## config.mk

```make
export PLATFORM = sky130hd
export DESIGN_NAME = uart_tx_serializer
export DESIGN_NICKNAME = d
export VERILOG_FILES = /design/src/rtl/uart_tx_serializer.sv
export SDC_FILE = /design/constraint.sdc
export NUM_CORES = 1
export LEC_CHECK = 0
export CORE_ASPECT_RATIO = 1.5
export CORE_MARGIN = 2
export CORE_UTILIZATION = 55
export DETAILED_ROUTE_END_ITERATION = 12
export PLACE_DENSITY = 0.76
export SLEW_MARGIN = 40
export SYNTH_ARGS = -nofsm -noshare
export SYNTH_HDL_FRONTEND = slang
export SYNTH_SLANG_ARGS = --single-unit
```

## constraint.sdc

```tcl
create_clock -name clk_i -period 2.04 [get_ports clk_i]
set_input_delay 0.612 -clock clk_i [delete_from_list [all_inputs] [get_ports clk_i]]
set_output_delay 0.612 -clock clk_i [all_outputs]
set_load 0.1 [all_outputs]
```

## src/rtl/uart_tx_serializer.sv

```systemverilog
// uart_tx_serializer
//   UART transmit stage. Accepts a write strobe plus a data byte while idle and
//   sends it as an 8N1 frame: one low start bit, eight data bits LSB first,
//   one high stop bit. Each bit lasts CLKS_PER_BIT clock cycles.
//
// Parameters
//   CLKS_PER_BIT : clock cycles per bit period (2..65535)
//   CNT_W        : bit-period counter width, 2**CNT_W > CLKS_PER_BIT
//
// Ports
//   clk_i   : system clock, rising-edge active
//   rst_i   : asynchronous active-high reset; aborts any frame in progress
//   start_i : transmit request, honoured only while idle
//   data_i  : byte to send, sampled on the accepting edge only
//   tx_o    : serial line, idles high (registered)
//   busy_o  : high while a frame is on the line (registered)
//   done_o  : one-cycle pulse in the first idle cycle after a frame (registered)
module uart_tx_serializer #(
  parameter int unsigned CLKS_PER_BIT = 10417,
  parameter int unsigned CNT_W        = 16
) (
  input  logic       clk_i,
  input  logic       rst_i,
  input  logic       start_i,
  input  logic [7:0] data_i,
  output logic       tx_o,
  output logic       busy_o,
  output logic       done_o
);

  typedef enum logic [1:0] {
    IDLE,
    START,
    DATA,
    STOP
  } state_t;

  localparam logic [CNT_W-1:0] LAST_CNT = CNT_W'(CLKS_PER_BIT - 1);

  state_t           state_q, state_d;
  logic [CNT_W-1:0] cnt_q, cnt_d;
  logic [2:0]       idx_q, idx_d;
  logic [7:0]       shift_q, shift_d;
  logic             tx_d, busy_d, done_d;
  logic             bit_end;

  assign bit_end = (cnt_q == LAST_CNT);

  always_ff @(posedge clk_i or posedge rst_i) begin
    if (rst_i) begin
      state_q <= IDLE;
      cnt_q   <= '0;
      idx_q   <= '0;
      shift_q <= '0;
      tx_o    <= 1'b1;
      busy_o  <= 1'b0;
      done_o  <= 1'b0;
    end else begin
      state_q <= state_d;
      cnt_q   <= cnt_d;
      idx_q   <= idx_d;
      shift_q <= shift_d;
      tx_o    <= tx_d;
      busy_o  <= busy_d;
      done_o  <= done_d;
    end
  end

  // Outputs are registered, so tx_d/busy_d/done_d describe the line level of
  // the state being entered rather than the current one.
  always_comb begin
    state_d = state_q;
    cnt_d   = cnt_q;
    idx_d   = idx_q;
    shift_d = shift_q;
    tx_d    = 1'b1;
    busy_d  = 1'b1;
    done_d  = 1'b0;

    unique case (state_q)
      IDLE: begin
        busy_d = 1'b0;
        if (start_i) begin
          shift_d = data_i;
          cnt_d   = '0;
          idx_d   = '0;
          state_d = START;
          tx_d    = 1'b0;
          busy_d  = 1'b1;
        end
      end

      START: begin
        if (bit_end) begin
          cnt_d   = '0;
          state_d = DATA;
          tx_d    = shift_q[0];
        end else begin
          cnt_d = cnt_q + 1'b1;
          tx_d  = 1'b0;
        end
      end

      DATA: begin
        if (bit_end) begin
          cnt_d   = '0;
          shift_d = shift_q >> 1;
          if (idx_q == 3'd7) begin
            state_d = STOP;
            tx_d    = 1'b1;
          end else begin
            idx_d = idx_q + 1'b1;
            // Next data bit is the one about to shift into position 0.
            tx_d  = shift_q[1];
          end
        end else begin
          cnt_d = cnt_q + 1'b1;
          tx_d  = shift_q[0];
        end
      end

      STOP: begin
        if (bit_end) begin
          cnt_d   = '0;
          state_d = IDLE;
          busy_d  = 1'b0;
          done_d  = 1'b1;
        end else begin
          cnt_d = cnt_q + 1'b1;
        end
      end

      default: begin
        state_d = IDLE;
        busy_d  = 1'b0;
      end
    endcase
  end

endmodule

```

==> results of run 1 <==
-- layer usage --
layer  wire length, µm  track usage
met1              1620        0.256
met3               131       0.0476
met4               129        0.138
met2              2420        0.455
met5                 0            0
-- path summary, 6_finish.rpt --
path | from | to | cells past startpoint
max | cnt_q[3] | idx_q[2] | 5
min | idx_q[2] | idx_q[2] | 2
max reg2reg | cnt_q[3] | idx_q[2] | 5
min reg2reg | idx_q[2] | idx_q[2] | 2
max in group asynchronous | rst_i | tx_o | 3
min in group asynchronous | rst_i | cnt_q[8] | 3
-- cells by family after synthesis --
kind of cell	after synthesis	share of synthesized area
DFF	32	0.438
buffers and inverters	17	0.0403
adders and majority gates	10	0.0683
muxes	3	0.0171
and+or+nand+nor	76	0.270
xor gates and xnor gates	7	0.0334
AOI/OAI and AO/OA	33	0.134
-- worst max-delay path, delay by kind of cell, from the launching register on --
family | cells | cell delay (ns)
flops | 1 | 0.43
buf+inv | 1 | 0.23
mux | 1 | 0.21
simple gates | 3 | 1.01
-- cell type report --
| class | instances | area, µm² |
|---|---|---|
| multi-input combinational | 130 | 997 |
| fill | 225 | 890 |
| sequential | 32 | 802 |
| timing repair buffer | 31 | 295 |
| clock buffer | 8 | 80.1 |
| tap | 40 | 50.0 |
| inverter | 12 | 45.0 |
-- sequential cells by signal, indices dropped and copies added (netlist names) --
signal,cells
busy_o,1
tx_o,1
shift_q,8
idx_q,3
done_o,1
state_q,2
cnt_q,16
-- power breakdown --
part           leakage, nW  internal, mW  switching, mW  total [mW]
clock               0.0395         0.242          0.229       0.472
combinational        0.557         0.510          0.646        1.16
sequential           0.410         0.815          0.158       0.974
total                 1.01          1.57           1.03        2.60
-- cell usage in the layout (no fill, tap or decap), drive strengths merged, types with 9 or more instances in the layout --
master / instances
nand4: 11
buf: 21
nand2: 10
or3: 10
clkdlybuf4s50: 10
ha: 10
nor2: 11
inv: 12
dfrtp: 31
o21ai: 9
a21oi: 9
-- stage by stage --
stage | setup WS, ns | utilization | setup TNS, ns | cells
3_5_place_dp | -0.285 | 0.676 | -3.58 | 242
3_3_place_gp | -0.223 | 0.676 | -2.68 | 242
2_1_floorplan | 0.257 | - | 0 | 178
6_report | 0.0784 | 0.718 | 0 | 253
5_1_grt | 0.00398 | 0.718 | 0 | 253
4_1_cts | 0.0484 | 0.707 | 0 | 250
-- repair_timing --
| action | 4_1_cts | 5_1_grt |
|---|---|---|
| resized for setup | 3 | 1 |
| pin swaps | 0 | 1 |
| endpoints found under the setup margin | 21 | 13 |
| gates cloned | 0 | 1 |
| buffers inserted | 0 | 2 |
| hold buffers | 0 | 0 |
==> qor.yml, run 1 <==
run_status:
  outcome: "completed"
clock_tree:
  clock_path_buffers: 2
  insertion_delay_ns: 0.29
  h-tree-depth: 2
  clockRootBuffer: "clkbuf_8"
  cts_tree: "built"
  cts_buffers: 5
  clkSinkCount: 32
  clk_pin_slew_worst_paths_ns: 0.07
floorplanning:
  core_area_um2: 3160
  ioPinCount: 14
  die_area_um2: 3820
  initial_core_util: 0.580
  dieHeight_um: 74.7
  dieWidth_um: 51.1
  row_count: 25
layout:
  final_area_um2: 2270
  nets: 233
  diodes: 0
  synthToLayoutAreaGrowth_pct: 23.8
  drive_gt1_frac: 0.258
worst_setup_path:
  start_kind: "flip-flop"
  worst-r2r-setup-slack_ns: 0.08
  worstPathCellList: "nor4b_2 > nand4_4 > buf_4 > nor3_2 > mux2i_1"
  crit_slowest_cell: "nor4b_2"
  path_class: "flip-flop to flip-flop"
  crit_arrival_ns: 2.17
  path_max_fanout: 8
  cpPeakStageDelay_ns: 0.49
  worstSetupEndpointType: "flip-flop"
  cp.required_ns: 2.25
global_route:
  overflow: 0
  track_usage: 0.245
  grt_pass1_vias: 1581
  grt_max_degree: 33
  antenna_found_initial: 0
  grt_pass1_wl_um: 6930
place:
  postPlaceCellArea_um2: 2130
  hpwlAfterDp_um: 2990
  port-buffer-count: 13
  gp_congestion: 0.855
sta:
  fin_worst_skew_ns: 0.00357
  drv_slew: 0
  post-route-min-period_ns: 1.96
  maxSlewHeadroom: 0.596
  fmax_mhz: 510
  fin_worst_hold_slack_ns: 0.548
  hold_viol: 0
  finalSetupViolations: 0
  rsz0062_at_grt: "no"
  period_share: 0.962
  worst_slew_pin_slew_ns: 0.605
routing:
  first_iter_violations: 47
  remaining_drc_errors: 0
  firstDrtPassIters: 4
  drt_wl_total_um: 4300
  wl_per_cell_um: 17.0
  vias: 1564
  viasPerCell: 6.18
  drtAntennaViolNets: 0
synthesis:
  synthTopCellsByArea: "dfrtp_1, ha_1, o221a_2, or3_1, xor2_1"
  synth_top_area_share: 0.423
  synth_most_common_cell: "dfrtp_1"
  netlist_instances: 178
  syn-num-nets: 199
  yosys_warnings: 0
  synth_edf_count: 0
  synth_ff_type: "dfrtp_1"
  yosysSeqAreaShare: 0.438
  syn_avg_cell_area_um2: 10.3
  synth_area_leader_cell: "dfrtp_1"
  synth_cell_types: 46
  synthTopCellsByCount: "dfrtp_1, inv_1, nor2_1"
  ys_ff_latch: 32
  netlist_area_um2: 1830
  async_flop_share: 1.00
job:
  max_cap_violations: 0
power:
  p_leak_nw: 1.01
  finalPower_mw: 2.60
  ir_worst_vdd_mv: 1.00
  powerDensity_nw_per_um2: 1150
hold_path:
  hp-class: "flip-flop to flip-flop"
Power figures use the tool's default switching activity.
==> inputs of run 2 (changes only) <==
==> constraint.sdc (replaced) <==
create_clock -name clk_i -period 2 [get_ports clk_i]
set_input_delay 0.6 -clock clk_i [delete_from_list [all_inputs] [get_ports clk_i]]
set_output_delay 0.6 -clock clk_i [all_outputs]
set_load 0.1 [all_outputs]
==> run 2 against run 1 <==
  * Flip-flop and latch count unchanged
  * Sequential power grew 2.1%
  * Power grew 3.7%
  * Maximum frequency fell by 0.58%
  * Critical path type unchanged
  * Non-clock buffer count rose by 2
  * Global-route usage is 1.3 points higher
  * Combinational power barely moved
  * Final cell count rose by 0.79%
  * First-iteration DRC count grew 34%
  * Largest power group unchanged
  * Die area is the same
  * Clock-buffer cell count stayed put
==> qor.yml, run 2 (synthesized netlist as in run 1, its figures left out) <==
run_status:
  outcome: "completed"
worst_setup_path:
  worstSetupEndpointType: "flip-flop"
  start_kind: "flip-flop"
  cp-startpoint: "cnt_q[11]"
  path_max_fanout: 6
  path_class: "flip-flop to flip-flop"
  reg2reg_from: "cnt_q[11]"
  crit_arrival_ns: 2.14
  cp.required_ns: 2.17
clock_tree:
  cts_tree: "built"
  h-tree-depth: 2
  hold_buffers: 0
  clockRootBuffer: "clkbuf_8"
  cts_buffers: 5
  insertion_delay_ns: 0.29
  clkSinkCount: 32
  clock_path_buffers: 2
  clk_pin_slew_worst_paths_ns: 0.06
sta:
  hold_viol: 0
  tns_ns: 0
  fmax_mhz: 507
  period_share: 0.987
  fin_worst_skew_ns: 0.00370
  rsz0062_at_grt: "yes"
  finalSetupViolations: 0
  worst_slew_pin_slew_ns: 0.516
  fin_worst_hold_slack_ns: 0.544
  post-route-min-period_ns: 1.97
  maxSlewHeadroom: 0.655
  drv_slew: 0
routing:
  vias: 1548
  wl_per_cell_um: 17.4
  drtAntennaViolNets: 0
  firstDrtPassIters: 4
  viasPerCell: 6.07
  drt_wl_total_um: 4450
  first_iter_violations: 63
  remaining_drc_errors: 0
layout:
  nets: 235
  largest_reg_flops: 16
  instances_no_fill: 255
  top_regs: "cnt_q (16), shift_q (8), idx_q (3)"
  diodes: 0
  final_common_cell: "dfrtp_1"
  multi_input_area_um2: 1010
  drive_gt1_frac: 0.274
  final-seq-area_um2: 802
  fillers: 219
  layout_common_cells: "dfrtp_1, buf_4, inv_1"
  synthToLayoutAreaGrowth_pct: 25.9
  largest-register: "cnt_q"
floorplanning:
  ioPinCount: 14
  die_area_um2: 3820
  initial_core_util: 0.580
  dieHeight_um: 74.7
  core_area_um2: 3160
  dieWidth_um: 51.1
  row_count: 25
global_route:
  overflow: 0
  track_usage: 0.258
  grt_pass1_vias: 1566
  antenna_found_initial: 0
  grt_pass1_wl_um: 7200
  grt_max_degree: 33
power:
  power_frac_comb: 0.439
  seqPwrFrac: 0.368
  ir_worst_vdd_mv: 1.23
  p_clk_frac: 0.193
  swShare: 0.395
  powerDensity_nw_per_um2: 1170
  p_sw_mw: 1.07
  p_leak_nw: 1.03
  p_int_mw: 1.63
place:
  gp_congestion: 0.865
  place_inst: 244
  port-buffer-count: 13
  hpwlAfterDp_um: 3070
hold_path:
  hp-start: "idx_q[2]"
  hp-class: "flip-flop to flip-flop"
job:
  max_cap_violations: 0
## run 2: cell types whose count changed in the layout (fill, tap and decap cells not counted), sizes merged
| cell | previous run | this run |
|---|---|---|
| buf | 21 | 23 |
## run 2: power groups by stage
stage	combinational [mW]	sequential (mW)	clock, mW
3_5_place_dp	1.15	0.996	0
2_1_floorplan	0.674	1.09	0
6_report	1.18	0.994	0.520
5_1_grt	1.29	1.01	0.551
4_1_cts	1.17	0.990	0.532
3_3_place_gp	1.10	0.984	0
## run 2: final cells by class
class                      count  share of cell area
multi-input combinational    130               0.436
sequential                    32               0.348
timing repair buffer          33               0.136
clock buffer                   8              0.0390
tap                           40              0.0217
inverter                      12              0.0195
## run 2: final timing paths
check / endpoint / slack [ns] / cells after the start
worst max-delay path: busy_o / 0.03 / 5
worst min-delay path: idx_q[2] / 0.54 / 2
worst max register to register: busy_o / 0.03 / 5
worst min register to register: idx_q[2] / 0.54 / 2
max in group asynchronous: tx_o / 0.99 / 3
min in group asynchronous: cnt_q[12] / 0.69 / 3
## run 2: metrics by stage
stage / power, mW / instance area, µm² / setup WS (ns) / utilization
2_1_floorplan: 1.76 / 1830 / 0.217 / -
6_report: 2.70 / 2310 / 0.0269 / 0.730
4_1_cts: 2.69 / 2260 / 0.0313 / 0.715
3_3_place_gp: 2.08 / 2150 / -0.247 / 0.680
5_1_grt: 2.85 / 2310 / -0.00458 / 0.730
3_5_place_dp: 2.14 / 2150 / -0.307 / 0.680
## run 2: worst max-delay path, stage by stage, from the launching register on
cell and delay, ns:
dfrtp_1 0.45, nor4b_2 0.49, nand4_4 0.27, buf_4 0.21, buf_4 0.13, a221o_1 0.30
## run 2: what timing repair did
action / CTS / global route
endpoints found under the setup margin: 16 / 20
gates resized for setup: 3 / 4
cloned: 0 / 1
setup buffers: 0 / 2
pin swaps: 0 / 2
## run 2: layer usage
layer,vias to the layer above,GRT usage,routed length (µm)
met3,13,0.0615,156
li1,722,-,-
met5,-,0,0
met1,770,0.260,1720
met4,0,0.141,91
met2,43,0.482,2480
==> inputs of run 3 (changes only) <==
--- a/config.mk
+++ b/config.mk
@@ -8,6 +8,8 @@
 export CORE_ASPECT_RATIO = 1.5
 export CORE_MARGIN = 2
 export CORE_UTILIZATION = 55
+export CTS_CLUSTER_DIAMETER = 150
+export CTS_CLUSTER_SIZE = 14
 export DETAILED_ROUTE_END_ITERATION = 12
 export PLACE_DENSITY = 0.76
 export SLEW_MARGIN = 40
==> results of run 3 <==
The final DEF is identical to that of run 2; final timing and power are the same.
